[src/rtl/onehot_scan_decoder_pkg.sv]
// Shared definitions for the analyzer select/stimulus blocks: FSM state
// encoding and the idle (all-inactive) output pattern helper.
package onehot_scan_decoder_pkg;

    typedef enum logic [1:0] {
        ST_OFF,
        ST_DIRECT,
        ST_SCAN_ON,
        ST_SCAN_BLANK
    } state_e;

    // Lines 0..n-1 carry the inactive level; upper bits are zero padding.
    function automatic logic [31:0] idle_pat(input int unsigned n, input bit active_low);
        logic [31:0] p;
        p = '0;
        for (int unsigned i = 0; i < 32; i++) begin
            if (i < n) p[i] = active_low;
        end
        return p;
    endfunction

endpackage

[src/rtl/onehot_scan_decoder_decode.sv]
// Combinational SEL_W-to-2^SEL_W decoder with selectable polarity;
// valid_i low yields the idle pattern.
module onehot_decode
    import onehot_scan_decoder_pkg::*;
#(
    parameter int unsigned SEL_W      = 2,
    parameter bit          ACTIVE_LOW = 1'b0
) (
    input  logic [SEL_W-1:0]      idx_i,
    input  logic                  valid_i,
    output logic [(2**SEL_W)-1:0] lines_o
);

    localparam int unsigned N = 2 ** SEL_W;
    localparam logic [31:0]  IDLE_FULL = idle_pat(N, ACTIVE_LOW);
    localparam logic [N-1:0] IDLE_PAT  = IDLE_FULL[N-1:0];

    always_comb begin
        lines_o = IDLE_PAT;
        if (valid_i) lines_o[idx_i] = ~ACTIVE_LOW;
    end

endmodule

[src/rtl/onehot_scan_decoder.sv]
// Registered one-hot channel decoder with direct-select and autonomous scan
// modes (programmable dwell, optional blanking gap between channels).
module onehot_scan_decoder
    import onehot_scan_decoder_pkg::*;
#(
    parameter int unsigned SEL_W      = 2,
    parameter bit          ACTIVE_LOW = 1'b0,
    parameter int unsigned DWELL_W    = 16,
    parameter int unsigned BLANK      = 0
) (
    input  logic                  clk,
    input  logic                  rst,
    input  logic                  en,
    input  logic                  mode,
    input  logic [SEL_W-1:0]      sel_in,
    input  logic [DWELL_W-1:0]    dwell,
    output logic [(2**SEL_W)-1:0] out,
    output logic [SEL_W-1:0]      cur_sel,
    output logic                  wrap
);

    localparam int unsigned N = 2 ** SEL_W;
    localparam logic [31:0]  IDLE_FULL = idle_pat(N, ACTIVE_LOW);
    localparam logic [N-1:0] IDLE_PAT  = IDLE_FULL[N-1:0];

    state_e             state_q, state_d;
    logic [SEL_W-1:0]   cur_sel_q, cur_sel_d, sel_next;
    logic [DWELL_W-1:0] dwell_cnt_q, dwell_cnt_d, dwell_eff;
    logic [N-1:0]       out_q, dec_lines;
    logic               wrap_q, wrap_d;
    logic               dec_valid, advance;
    logic               blank_load, blank_dec, blank_last;

    assign dwell_eff = (dwell == '0) ? DWELL_W'(1) : dwell;
    assign sel_next  = cur_sel_q + SEL_W'(1);

    // Priority: en=0, then mode=0 (direct), then scan sequencing.
    always_comb begin
        state_d     = state_q;
        cur_sel_d   = cur_sel_q;
        dwell_cnt_d = dwell_cnt_q;
        wrap_d      = 1'b0;
        dec_valid   = 1'b0;
        advance     = 1'b0;
        blank_load  = 1'b0;
        blank_dec   = 1'b0;

        if (!en) begin
            state_d = ST_OFF;
        end else if (!mode) begin
            state_d   = ST_DIRECT;
            cur_sel_d = sel_in;
            dec_valid = 1'b1;
        end else begin
            unique case (state_q)
                ST_OFF, ST_DIRECT: begin
                    state_d     = ST_SCAN_ON;
                    cur_sel_d   = sel_in;
                    dwell_cnt_d = dwell_eff;
                    dec_valid   = 1'b1;
                end
                ST_SCAN_ON: begin
                    if (dwell_cnt_q > DWELL_W'(1)) begin
                        dwell_cnt_d = dwell_cnt_q - DWELL_W'(1);
                        dec_valid   = 1'b1;
                    end else if (BLANK > 0) begin
                        state_d    = ST_SCAN_BLANK;
                        blank_load = 1'b1;
                    end else begin
                        advance = 1'b1;
                    end
                end
                ST_SCAN_BLANK: begin
                    if (blank_last) advance   = 1'b1;
                    else            blank_dec = 1'b1;
                end
                default: state_d = ST_OFF;
            endcase

            if (advance) begin
                state_d     = ST_SCAN_ON;
                cur_sel_d   = sel_next;
                dwell_cnt_d = dwell_eff;
                dec_valid   = 1'b1;
                wrap_d      = (sel_next == '0);
            end
        end
    end

    // Decoding the next index lets the output register hold final line values.
    onehot_decode #(
        .SEL_W      (SEL_W),
        .ACTIVE_LOW (ACTIVE_LOW)
    ) u_decode (
        .idx_i   (cur_sel_d),
        .valid_i (dec_valid),
        .lines_o (dec_lines)
    );

    always_ff @(posedge clk) begin
        if (rst) begin
            state_q     <= ST_OFF;
            cur_sel_q   <= '0;
            dwell_cnt_q <= '0;
            out_q       <= IDLE_PAT;
            wrap_q      <= 1'b0;
        end else begin
            state_q     <= state_d;
            cur_sel_q   <= cur_sel_d;
            dwell_cnt_q <= dwell_cnt_d;
            out_q       <= dec_lines;
            wrap_q      <= wrap_d;
        end
    end

    generate
        if (BLANK > 0) begin : g_blank
            localparam int unsigned BW = $clog2(BLANK + 1);
            logic [BW-1:0] blank_cnt_q;

            always_ff @(posedge clk) begin
                if (rst)             blank_cnt_q <= '0;
                else if (blank_load) blank_cnt_q <= BW'(BLANK);
                else if (blank_dec)  blank_cnt_q <= blank_cnt_q - BW'(1);
            end

            assign blank_last = (blank_cnt_q == BW'(1));
        end else begin : g_no_blank
            logic unused_blank;
            assign unused_blank = blank_load | blank_dec;
            assign blank_last   = 1'b0;
        end
    endgenerate

    assign out     = out_q;
    assign cur_sel = cur_sel_q;
    assign wrap    = wrap_q;

    // Lines are either idle or differ from idle in exactly one position.
    a_onehot: assert property (@(posedge clk) disable iff (rst)
        $onehot0(out_q ^ IDLE_PAT));
    a_wrap_ch0: assert property (@(posedge clk) disable iff (rst)
        wrap_q |-> (cur_sel_q == '0));

endmodule

[config.mk]
export PLATFORM = sky130hd
export DESIGN_NAME = onehot_scan_decoder
export DESIGN_NICKNAME = d
export VERILOG_FILES = /design/src/rtl/onehot_scan_decoder_pkg.sv /design/src/rtl/onehot_scan_decoder_decode.sv /design/src/rtl/onehot_scan_decoder.sv
export SDC_FILE = /design/constraint.sdc
export NUM_CORES = 1
export LEC_CHECK = 0
export ABC_AREA = 1
export CAP_MARGIN = 20
export CORE_UTILIZATION = 34
export DETAILED_ROUTE_END_ITERATION = 12
export SYNTH_ARGS = -nofsm -noshare
export SYNTH_HDL_FRONTEND = slang
export SYNTH_SLANG_ARGS = --single-unit
[constraint.sdc]
create_clock -name clk -period 2.15 [get_ports clk]
set_input_delay 0.3225 -clock clk [delete_from_list [all_inputs] [get_ports clk]]
set_output_delay 0.3225 -clock clk [all_outputs]
set_load 0.01 [all_outputs]
-- After elaboration in Yosys (flattened, before gate mapping)
Cells that the tools add are included.
- $add $sub $neg: 2
- multipliers: 0
- div/mod/pow operators: 0
- magnitude comparators: 3
- equality and inequality tests: 4
- shift-type cells: 0
- multiplexer cells: 22
- bitwise operators: 4
- reductions and logical operators: 12
- operators by type and width (operator ; number):
    $mux 16 ; 3
    $pmux 16 s2 ; 1
    $gt 16x1->1 const B ; 1
    $logic_not 16->1 ; 1
    $sub 16x1->16 const B ; 1
    $mux 2 ; 6
    $mux 1 ; 10
    $reduce_or 2->1 ; 3
    $logic_not 2->1 ; 2
    $not 1->1 ; 4
    $reduce_and 4->1 ; 1
    $reduce_or 4->1 ; 1
    $lt 2x3->1 const B ; 1
    $ne 3x1->1 const B ; 1
    $ne 3x3->1 const B ; 1
    $reduce_bool 3->1 ; 1
    $reduce_or 3->1 ; 1
    $add 2x1->2 const B ; 1
    $demux 1 s2 ; 1
    $eq 2x1->1 const B ; 1
    $eq 2x2->1 const B ; 1
    $ge 2x1->1 const B ; 1
    $pmux 1 s2 ; 1
    $reduce_bool 2->1 ; 1
    $logic_and 1x1->1 ; 1
- register bits after elaboration: 25
- bits in latches: 0
- bits in writable memories: 0
- bits in read-only memories: 0
- input port bits: 22
- output and inout bits: 7
- logic and storage cells: 53
- memories: 0

-- Longest topological paths before layout
- depth in word-level cells: 12
- depth in mapped cells: 11

-- Hierarchy
A second synthesis with hierarchy kept.
- cell total of the unflattened synthesis: 302
- area total of the unflattened synthesis: 1757.9 sq um
- by module, submodules not included (module ; instances ; cells each ; area each (sq um) ; seq. area each (sq um)):
    onehot_scan_decoder ; 1 ; 294 ; 1727.9 ; 500.5
    onehot_decode ; 1 ; 8 ; 30.0 ; 0.0

-- Worst setup path before layout
No wires, ideal clock.
- path type: reg-to-reg
- start: register dwell_cnt_q[0]
- end: register dwell_cnt_q[13]
- library setup time: 0.109 ns
- arrival time: 1.573 ns
- path slack: 0.468 ns
- cell stages (with the launch flop): 12
- buffers on the path: 1
- path through: dfxtp_1 inv_1 ha_1 o21ai_0 nor2_4 nand2_4 nand2_4 buf_6 nand3_1 nand3_1 nand2_1 inv_1
- cells in the longest elaborated chain, start to end: 7
- RTL lines (what ; line ; RTL):
    from (decl) ; onehot_scan_decoder.sv:28 ; logic [DWELL_W-1:0] dwell_cnt_q, dwell_cnt_d, dwell_eff;
    from (signal assigned) ; onehot_scan_decoder.sv:110 ; dwell_cnt_q <= dwell_cnt_d;
    $gt 16x1->1 ; onehot_scan_decoder.sv:63 ; if (dwell_cnt_q > DWELL_W'(1)) begin
    $mux 1 ; onehot_scan_decoder.sv:63 ;
    $mux 1 ; - ;
    $mux 1 ; onehot_scan_decoder.sv:50 ; end else if (!mode) begin
    $mux 1 ; onehot_scan_decoder.sv:48 ; if (!en) begin
    $ne 3x3->1 (no line) / $reduce_bool 3->1 (equally long branches) ; - ;
    $reduce_and 4->1 (no line) ; - ;
Parallel ways exist; a longest one is shown, timed or not. The select of a mux whose other input is x is not followed.
A chain may end at the register's enable or synchronous reset.

-- Worst setup path after layout
- start: register dwell_cnt_q[0]
- end: register dwell_cnt_q[6]
Same word-level chain as after synthesis.

==> metrics.yaml <==
timing:
  tightest_slew_ns: 0.452
  finClkSkew_ns: 0.00243
  hold_violations: 0
  hold_ws_ns: 0.495
  grt_setup_unrepaired: "no"
  post-route-period-util_pct: 88.2
  finalCriticalPeriod_ns: 1.90
  maxSlewViolCount: 0
  max_slew_margin_pct: 69.6
  finalSetupViolCount: 0
  finalSetupTns_ns: 0
  clock.fmax_mhz: 527
  worst_slack_ns: 0.253
power_and_ir_drop:
  p_per_area_nw_per_um2: 556
  p_int_mw: 0.759
  swShare_pct: 32.3
  switching_power_mw: 0.363
  comb_power_share_pct: 28.2
  fin_total_pwr_mw: 1.12
  vdd_drop_max_mv: 0.250
  seqPwrFrac_pct: 46.2
  p_leak_nw: 0.900
  clockPowerShare_pct: 25.6
yosys:
  syn-cell-area_sq_um: 1610
  avgSynthCellArea_sq_um: 6.18
  synthCells: 260
  synth_cell_types: 25
  syn_nets: 285
  synth_warnings: 0
  synth-seq-cells: 25
  ys_seq_area_share_pct: 31.1
drt:
  vias: 1732
  first_pass_iters: 8
  final_antenna_net_count: 0
  drc: 4
  via_per_inst: 5.05
  wire_per_inst_um: 11.7
  drt_iter0_drc: 70
  wl_um: 4010
cells_and_area:
  fin_cells: 343
  nNetsFinal: 317
  syn2layout_area_growth_pct: 25.5
  final_cell_area_sq_um: 2020
  final_util_pct: 45.4
  diodes: 0
  final_cell_mix: "nand2_1, nor2_1, inv_1, clkdlybuf4s50_1, nand3_1"
  drive_gt1_share_pct: 6.53
  mostFrequentLayoutCell: "nand2_1"
global_routing:
  grt_pass1_wl_um: 7090
  grt_max_degree: 31
  antenna_found_initial: 0
  grt.overflow.total: 0
  grt_pass1_vias: 1608
  grt_use_total_pct: 17.8
critical_path:
  startpoint_type: "flip-flop"
  r2r_cells: 10
  cp.required_ns: 2.32
  crit_path_max_fanout: 15
  arrival_ns: 2.07
  worstSetupPathType: "reg -> reg"
  endpoint_kind: "flip-flop"
cts:
  clkTransAtPathRegs_ns: 0.09
  postCtsSetupBuffers: 0
  max-clock-path-buffers: 2
  cts_max_level: 1
  clock-sinks: 25
  cts_hold_buf: 0
  ctsResizeCount: 0
  root_buffer: "clkbuf_8"
  numCtsBuffers: 3
  cts_tree: "done"
  clk_latency_ns: 0.27
placement:
  gp_congestion: 0.846
  dp_cells: 339
  dpl_cell_area_sq_um: 1970
  dp_hpwl_um: 3120
  place_ws_ns: 0.144
  portBuffers: 28
floorplanning:
  ios: 29
  coreArea_sq_um: 4440
  die_x_um: 70.8
  dieArea_sq_um: 5010
  rows: 24
  start_util_pct: 36.2
  die_h_um: 70.8
run_status:
  violations: "design-rule violations"
  status: "finished with violations"
min_path:
  hold_path_depth: 2
  hp-class: "reg -> reg"
run:
  maxCapViolCount: 0
-- path summary, 6_finish.rpt --
kind | start | slack [ns] | to
min | dwell_cnt_q[9]$_SDFFE_PP0P_ | 0.49 | dwell_cnt_q[9]$_SDFFE_PP0P_
min reg2reg | dwell_cnt_q[9]$_SDFFE_PP0P_ | 0.49 | dwell_cnt_q[9]$_SDFFE_PP0P_
max reg2reg | dwell_cnt_q[0]$_SDFFE_PP0P_ | 0.25 | dwell_cnt_q[6]$_SDFFE_PP0P_
max | dwell_cnt_q[0]$_SDFFE_PP0P_ | 0.25 | dwell_cnt_q[6]$_SDFFE_PP0P_
-- power by group through the flow --
stage | logic (mW) | clock network (mW) | registers [mW]
floorplan | 0.209 | 0 | 0.524
global placement | 0.316 | 0 | 0.528
detailed placement | 0.315 | 0 | 0.528
CTS | 0.317 | 0.296 | 0.518
global route | 0.363 | 0.313 | 0.523
finish | 0.317 | 0.287 | 0.518
-- worst max-delay path: stages, from the launching register on --
cell      delay [ns]
dfxtp_1         0.40
inv_1           0.08
ha_1            0.26
o21ai_1         0.26
nor2_4          0.08
nand2_4         0.12
nand2_4         0.14
nand2_2         0.13
clkinv_2        0.12
a21oi_1         0.16
nor2_1          0.05
-- state kept, by name (all words and copies together), names as in the netlist --
signal       count
cur_sel          2
dwell_cnt_q     16
out              4
state_q          2
wrap             1
-- per-layer routing --
layer  GRT usage (%)  share of wire [%]  wire (um)  vias up
met3            2.42                3.5        140       11
met5               0                  0          0        -
met2            30.7                 46       1830       38
met1            22.2                 48       1930      788
li1                -                  -          -      895
met4            7.56                2.7        110        0
-- final cells by class --
class	instances	area, sq um
Clock buffer	4	45.0
Fill cell	478	2430
Inverter	30	114
Multi-Input combinational cell	200	971
Sequential cell	25	500
Tap cell	52	65.1
Timing Repair Buffer	32	323
-- synthesized netlist by cell type --
cell,instances,share of area [%]
nand3_1,26,8.1
a21oi_1,19,5.9
xnor2_1,3,1.6
buf_2,1,0.31
nor2_2,1,0.39
nor2_4,2,1.4
nor2_1,52,12
buf_6,1,0.70
nor2_8,1,1.2
o21ai_1,7,2.2
dfxtp_1,25,31
inv_2,1,0.23
ha_1,3,2.3
a21boi_2,1,0.70
o21ai_0,14,4.4
nor3_1,5,1.6
clkinv_2,1,0.31
nand2_1,56,13
nand4_1,2,0.78
nand2_4,2,1.4
xor2_1,3,1.6
clkbuf_1,3,0.70
nand2_2,2,0.78
inv_1,28,6.5
nand3b_1,1,0.47
-- kinds of logic (layout without fill, tap and decap cells) --
family	Yosys count	count (layout)	synth area share (%)
flip-flops	25	25	31.1
AND/OR/NAND/NOR	150	150	41.3
buffers and inverters	35	66	8.79
XOR/XNOR	6	6	3.27
AO/OA/AOI/OAI	41	41	13.2
adder cells (fa/ha/maj)	3	3	2.33
Note: power is estimated with default switching activity, not from simulation.
